### config.mk
export PLATFORM = sky130hd
export DESIGN_NAME = stack_machine_p
export DESIGN_NICKNAME = d
export VERILOG_FILES = /design/src/rtl/stack_machine_p.sv
export SDC_FILE = /design/constraint.sdc
export NUM_CORES = 2
export LEC_CHECK = 0
export CORE_MARGIN = 4
export CORE_UTILIZATION = 45
export CTS_BUF_LIST = sky130_fd_sc_hd__clkbuf_8
export DETAILED_ROUTE_END_ITERATION = 7
export PLACE_DENSITY = 0.59
export SLEW_MARGIN = 40
export SYNTH_ARGS = -nofsm -noshare
export SYNTH_HDL_FRONTEND = slang
export SYNTH_SLANG_ARGS = --single-unit
### constraint.sdc
create_clock -name clk -period 14.98 [get_ports clk]
set_input_delay 1.498 -clock clk [delete_from_list [all_inputs] [get_ports clk]]
set_output_delay 1.498 -clock clk [all_outputs]
set_load 0.005 [all_outputs]
### src/rtl/stack_machine_p.sv
// stack_machine_p: one-instruction-per-cycle stack machine with registered results,
// error reporting and a sticky finish flag.
module stack_machine_p #(
  parameter int OPW = 10,
  parameter int DW = 20,
  parameter int DEPTH = 8,
  parameter int PCW = 10,
  localparam int CW = $clog2(DEPTH + 1),
  localparam int AW = $clog2(DEPTH)
) (
  input  logic              clk,
  input  logic              rst,
  input  logic [OPW+2:0]    instr,
  output logic [PCW-1:0]    pc,
  output logic              d_valid,
  output logic [DW-1:0]     out_data,
  output logic [2:0]        err_code,
  output logic [CW-1:0]     stack_cnt,
  output logic              fin
);
  typedef enum logic [2:0] {PUSH, ADD, SUB, MUL, POP, DUP, SWAP, HALT} op_e;
  localparam logic [2:0] E_OK = 3'd0, E_OVF = 3'd1, E_UNF = 3'd2, E_ARI = 3'd3;
  op_e op;
  logic [DW-1:0] stk_q [DEPTH];
  logic [PCW-1:0] pc_q, pc_d;
  logic [CW-1:0] cnt_q, cnt_d;
  logic [DW-1:0] out_q, out_d;
  logic [2:0] err_q, err_d;
  logic dv_q, dv_d, fin_q, fin_d;
  logic [AW-1:0] t_i, n_i, p_i, i0, i1;
  logic [DW-1:0] a, b, ext, res, d0, d1;
  logic [DW:0] sum, dif;
  logic signed [2*DW-1:0] prod;
  logic ovf, we0, we1, full, empty, lt2;
  assign op = op_e'(instr[OPW+2:OPW]);
  assign t_i = AW'(cnt_q - 1'b1);
  assign n_i = AW'(cnt_q - 2'd2);
  assign p_i = AW'(cnt_q);
  assign a = stk_q[n_i];
  assign b = stk_q[t_i];
  assign ext = {{(DW-OPW){instr[OPW-1]}}, instr[OPW-1:0]};
  assign full = cnt_q == CW'(DEPTH);
  assign empty = cnt_q == '0;
  assign lt2 = cnt_q < CW'(2);
  // Exact results at full width; overflow when the upper bits are not a pure sign extension.
  assign sum = {a[DW-1], a} + {b[DW-1], b};
  assign dif = {a[DW-1], a} - {b[DW-1], b};
  assign prod = $signed({{DW{a[DW-1]}}, a}) * $signed({{DW{b[DW-1]}}, b});
  assign res = op == ADD ? sum[DW-1:0] : op == SUB ? dif[DW-1:0] : prod[DW-1:0];
  assign ovf = op == ADD ? sum[DW] != sum[DW-1] :
               op == SUB ? dif[DW] != dif[DW-1] :
               !(&prod[2*DW-1:DW-1] || ~|prod[2*DW-1:DW-1]);
  always_comb begin
    pc_d = pc_q;
    cnt_d = cnt_q;
    out_d = out_q;
    err_d = err_q;
    dv_d = 1'b0;
    fin_d = fin_q;
    we0 = 1'b0;
    we1 = 1'b0;
    i0 = p_i;
    i1 = t_i;
    d0 = ext;
    d1 = a;
    if (!fin_q && op == HALT) begin
      fin_d = 1'b1;
    end else if (!fin_q) begin
      dv_d = 1'b1;
      err_d = E_OK;
      pc_d = pc_q == '1 ? pc_q : pc_q + 1'b1;
      fin_d = pc_q == '1;
      case (op)
        PUSH: begin
          out_d = ext;
          err_d = full ? E_OVF : E_OK;
          we0 = !full;
          cnt_d = full ? cnt_q : cnt_q + 1'b1;
        end
        DUP: begin
          out_d = empty ? '0 : b;
          err_d = empty ? E_UNF : full ? E_OVF : E_OK;
          we0 = !empty && !full;
          d0 = b;
          cnt_d = we0 ? cnt_q + 1'b1 : cnt_q;
        end
        POP: begin
          out_d = empty ? '0 : b;
          err_d = empty ? E_UNF : E_OK;
          cnt_d = empty ? cnt_q : cnt_q - 1'b1;
        end
        SWAP: begin
          out_d = lt2 ? '0 : a;
          err_d = lt2 ? E_UNF : E_OK;
          we0 = !lt2;
          we1 = !lt2;
          i0 = n_i;
          d0 = b;
        end
        default: begin
          out_d = lt2 ? '0 : res;
          err_d = lt2 ? E_UNF : ovf ? E_ARI : E_OK;
          we0 = !lt2 && !ovf;
          i0 = n_i;
          d0 = res;
          cnt_d = we0 ? cnt_q - 1'b1 : cnt_q;
        end
      endcase
    end
  end
  always_ff @(posedge clk or posedge rst) begin
    if (rst) begin
      pc_q <= '0;
      cnt_q <= '0;
      out_q <= '0;
      err_q <= '0;
      dv_q <= 1'b0;
      fin_q <= 1'b0;
    end else begin
      pc_q <= pc_d;
      cnt_q <= cnt_d;
      out_q <= out_d;
      err_q <= err_d;
      dv_q <= dv_d;
      fin_q <= fin_d;
    end
  end
  // Stack storage needs no reset; stack_cnt alone defines which entries are live.
  always_ff @(posedge clk) begin
    if (we0) stk_q[i0] <= d0;
    if (we1) stk_q[i1] <= d1;
  end
  assign pc = pc_q;
  assign stack_cnt = cnt_q;
  assign out_data = out_q;
  assign err_code = err_q;
  assign d_valid = dv_q;
  assign fin = fin_q;
endmodule

### After elaboration in Yosys (flattened, before gate mapping)

Memory sizes are Yosys's and may differ from the RTL's.
Index checks and enable logic that the tools add are counted.

| cells by class | value |
|---|---|
| $mul | 1 |
| add/sub/neg operators | 6 |
| equal/unequal tests | 13 |
| $lt $le $gt $ge | 1 |
| reduce and logical (&&, ||, !) cells | 23 |
| bitwise logic cells | 4 |
| muxes and demuxes | 40 |

Operators with widths:

| kind | count |
|---|---|
| 2-to-1 mux 20 bit | 7 |
| case mux 20 bit (3 select lines) | 1 |
| multiplier 20 x 20 -> 40 bit | 1 |
| case mux 20 bit (2 select lines) | 1 |
| adder 20 x 20 -> 21 bit | 1 |
| AND reduction 21 bit | 1 |
| OR reduction 21 bit | 1 |
| subtractor 20 x 20 -> 21 bit | 1 |
| 2-to-1 mux 1 bit | 16 |
| 2-to-1 mux 4 bit | 4 |
| case mux 4 bit (4 select lines) | 1 |
| equality test 3 bit, second input constant | 4 |
| adder 10 x 1 -> 10 bit, second input constant | 1 |
| equality test 10 bit, second input constant | 1 |
| 2-to-1 mux 2 bit | 5 |
| 2-to-1 mux 3 bit | 3 |
| case mux 2 bit (4 select lines) | 1 |
| zero test 1 bit | 7 |
| AND reduction 7 bit | 1 |
| inequality test 2 bit, second input constant | 3 |
| OR reduction 2 bit | 3 |
| adder 4 x 1 -> 4 bit, second input constant | 1 |
| equality test 4 bit, second input constant | 1 |
| zero test 4 bit | 1 |
| 15 further kinds | 21 |

| word-level totals | value |
|---|---|
| logic and storage cells | 95 |
| memories | 1 |
| RAM bits | 160 |
| register bits | 39 |

Memory list:

| name | words | bits a word | rd ports | clocked after memory_dff | wr ports | line | RTL |
|---|---|---|---|---|---|---|---|
| stk_q | 8 | 20 | 2 | 0 | 2 | 24 | `logic [DW-1:0] stk_q [DEPTH];` |

### Logic depth before layout (Yosys ltp)

An unclocked memory read counts as a cell.

| logic depth | value |
|---|---|
| depth in word-level cells | 16 |
| mapped depth | 44 |
| depth with buffers taken out | 36 |

### Least setup slack after synthesis

No wires, ideal clock.

| path | value |
|---|---|
| path kind | register -> register |
| start | register cnt_q[1] (netlist: stack_cnt[1]) |
| end | memory stk_q[0][0] (enable) |
| data required time | 14.526 ns |
| cell stages (with the launch flop) | 38 |
| arrival | 13.039 ns |
| library setup time | 0.454 ns |
| clock period less this slack | 13.493 ns |
| path slack | 1.487 ns |
| cells stage by stage | dfrtp_1 clkbuf_1 buf_1 clkbuf_1 clkbuf_1 inv_1 ha_1 xor2_1 nor3_1 clkbuf_1 clkbuf_1 a22oi_1 and4_1 clkbuf_1 buf_1 nor2_1 fa_1 fa_1 [... 2 more ...] fa_1 fa_1 fa_1 inv_1 fa_1 ha_1 a21oi_1 nor2_1 o21a_1 nor3_1 o21ai_0 or3_1 a211oi_1 nand4_1 nor4_2 a211o_2 a21oi_4 o41ai_1 |

RTL lines:

| element | line | RTL |
|---|---|---|
| from (decl) | 26 | `logic [CW-1:0] cnt_q, cnt_d;` |
| from (signal assigned) | 121 | `cnt_q <= cnt_d;` |
| to (decl) | 24 |  |

==> flow_summary_export.csv <==
group,metric,value,unit
clock_tree,numCtsBuffers,17,
placed_design,port_buffers,52,
synth,yosysMostFrequentCell,"fa_1",
worst_setup_path,endpoint_kind,"flip-flop",
synth,synth-async-reset-ratio,19.2,%
global_routing,grt_overflow,0,
synth,syn_inst,2998,
global_routing,grt_pass1_wl,154000,um
clock_tree,cts_buffer_depth,2,
synth,post-synth-top-area-cell,"fa_1",
clock_tree,cts_tree,"yes",
route,drtIter0Drc,2742,
floorplan,initial_core_util,45.5,%
sta,clock_skew,0.0215,ns
floorplan,row_count,91,
clock_tree,cts_resized,0,
synth,synth-edff-count,160,
synth,synth_nets,3589,
worst_setup_path,slowest_stage,"fa_1",
sta,final_hold_viol_count,0,
sta,tns,0,ns
final_layout,nFillCells,5839,
global_routing,grt_usage,30.4,%
worst_setup_path,crit_top_cell,"fa_1",
sta,rsz0062_at_grt,"no",
worst_setup_path,crit_family,"adder cells",
route,ant_nets,0,
final_layout,fin_nets,3592,
route,drt-wirelength-per-cell,26.2,um
sta,setup-violations-final,0,
clock_tree,cts.htree.levels,4,
route,drtPass1Iterations,6,
placed_design,place_congestion,0.988,
route,post-route-drc-count,0,
sta,fmax,77.6,MHz
sta,slew_headroom,40.3,%
sta,slew_violations,0,
floorplan,core,61800,um^2
worst_setup_path,path_buf_inv,9,
route,vias_per_cell,6.18,
worst_setup_path,critPathRequiredTime,15.18,ns
synth,synthTopCellsByCount,"422 x fa_1, 368 x inv_1, 358 x nand2_1",
floorplan,ioPinCount,54,
clock_tree,cts_hold_buf,0,
worst_setup_path,path_class,"reg -> reg",
floorplan,die_w,258,um
clock_tree,clock_sinks,198,
synth,synth.distinct_cells,80,
global_routing,grt_antenna_before_repair,1,
sta,fin_crit_sh,86.0,%
floorplan,fp.dieH,258,um
synth,ys.flop_type,"edfxtp_1",
synth,post_synth.cell_area_avg,9.38,um^2
global_routing,grt_pass1_vias,24474,
synth,yosys_warnings,0,
status,outcome,"complete, no violations",
synth,synthesis.area,28100,um^2
route,via_count,23815,
clock_tree,root_buffer,"clkbuf_8",
placed_design,dp_hpwl,78600,um
sta,fin_crit,12.88,ns
global_routing,grt_max_degree,39,
synth,yosysSeqAreaShare,20.5,%
final_layout,layout-drive-gt1-share,8.89,%
clock_tree,clk_pin_slew,0.12,ns
job,cap_violations,0,
synth,ys_ff_latch,198,
clock_tree,cts_setup_buffers,0,
final_layout,antenna_cells,0,
final_layout,synthToLayoutAreaGrowth,8.24,%
worst_setup_path,critical_path_arrival,13.08,ns
worst_setup_path,start_kind,"flip-flop",
synth,synth_top_area_share,30.0,%
floorplan,die_area,66600,um^2
worst_setup_path,cp_slowest_stage_delay,0.72,ns
clock_tree,clock_latency,0.53,ns
route,routed_wirelength,101000,um
worst_hold_path,min_path_type,"reg -> reg",
sta,worst_pin_slew,0.894,ns
synth,synthTopCellsByArea,"fa_1 30%, edfxtp_1 17%, ha_1 6.9%",
worst_setup_path,worstPathMaxFanout,27,
stage by stage:
step                      hold slack [ns]  utilization [%]  instance area, um^2  instances  worst slack (ns)
after floorplan                     0.482                -                28100       2998              1.49
after global placement              0.478             48.3                29900       3806              2.45
after detailed placement            0.484             48.5                30000       3815              2.21
after CTS                           0.505             49.2                30400       3847              2.16
after global routing                0.533             49.2                30400       3851              1.61
final                               0.502             49.2                30400       3851              2.10
routing by layer:
layer  vias to the layer above  share of wire [%]  routed length, um  track usage, %
met3                       226                 10              10400            6.97
met5                         -             0.0089                  9               0
met1                     12014                 41              40800            42.4
met4                         2                3.7               3780            9.68
met2                      1392                 45              45700            47.3
li1                      10181                  -                  -               -
flip-flops by register name (all words and copies together), names as in the netlist:
register   cells
pc            10
fin            1
out_data      20
err_code       2
stack_cnt      4
stk_q        160
d_valid        1
cell usage in the layout, fill, tap and decap left out, types with 43 or more instances in the layout:
master and count:
edfxtp_1 160, o21ai_0 131, buf_4 93, clkdlybuf4s50_1 52, a21oi_1 172, ha_1 154, mux4_2 43, a22oi_1 44
nor2_1 308, inv_1 368, fa_1 422, nand2_1 352, a22o_1 45
worst paths after layout:
check                           slack [ns]         start  cells past startpoint      endpoint
worst max register to register        2.10  stack_cnt[0]                     35  stk_q[4][18]
worst min register to register        0.50         pc[9]                      1         pc[9]
max in group asynchronous            13.10           rst                      2  stack_cnt[1]
min in group asynchronous             1.40           rst                      2  out_data[18]
worst max-delay path                  2.10  stack_cnt[0]                     35  stk_q[4][18]
worst min-delay path                  0.50         pc[9]                      1         pc[9]
logic make-up after synthesis:
group / share of synthesized area [%]
other: 0.0133
buffers and inverters: 7.50
AOI/OAI and AO/OA: 15.2
adders and majority gates: 36.9
muxes: 4.52
DFF: 20.5
and+or+nand+nor: 13.8
xor gates and xnor gates: 1.65
final cells by class:
type	count	area, um^2	share of cell area, %
flip-flops and latches	198	5760	18.9
multi-input cells	2242	20500	67.3
repair buffers	158	1280	4.22
well taps	837	1050	3.44
inverters	384	1450	4.76
clock buffers	17	234	0.769
clock inverters	15	171	0.563
Power is not shown: default switching activity piles up to over one toggle a cycle in this logic, so the estimate is an artifact.
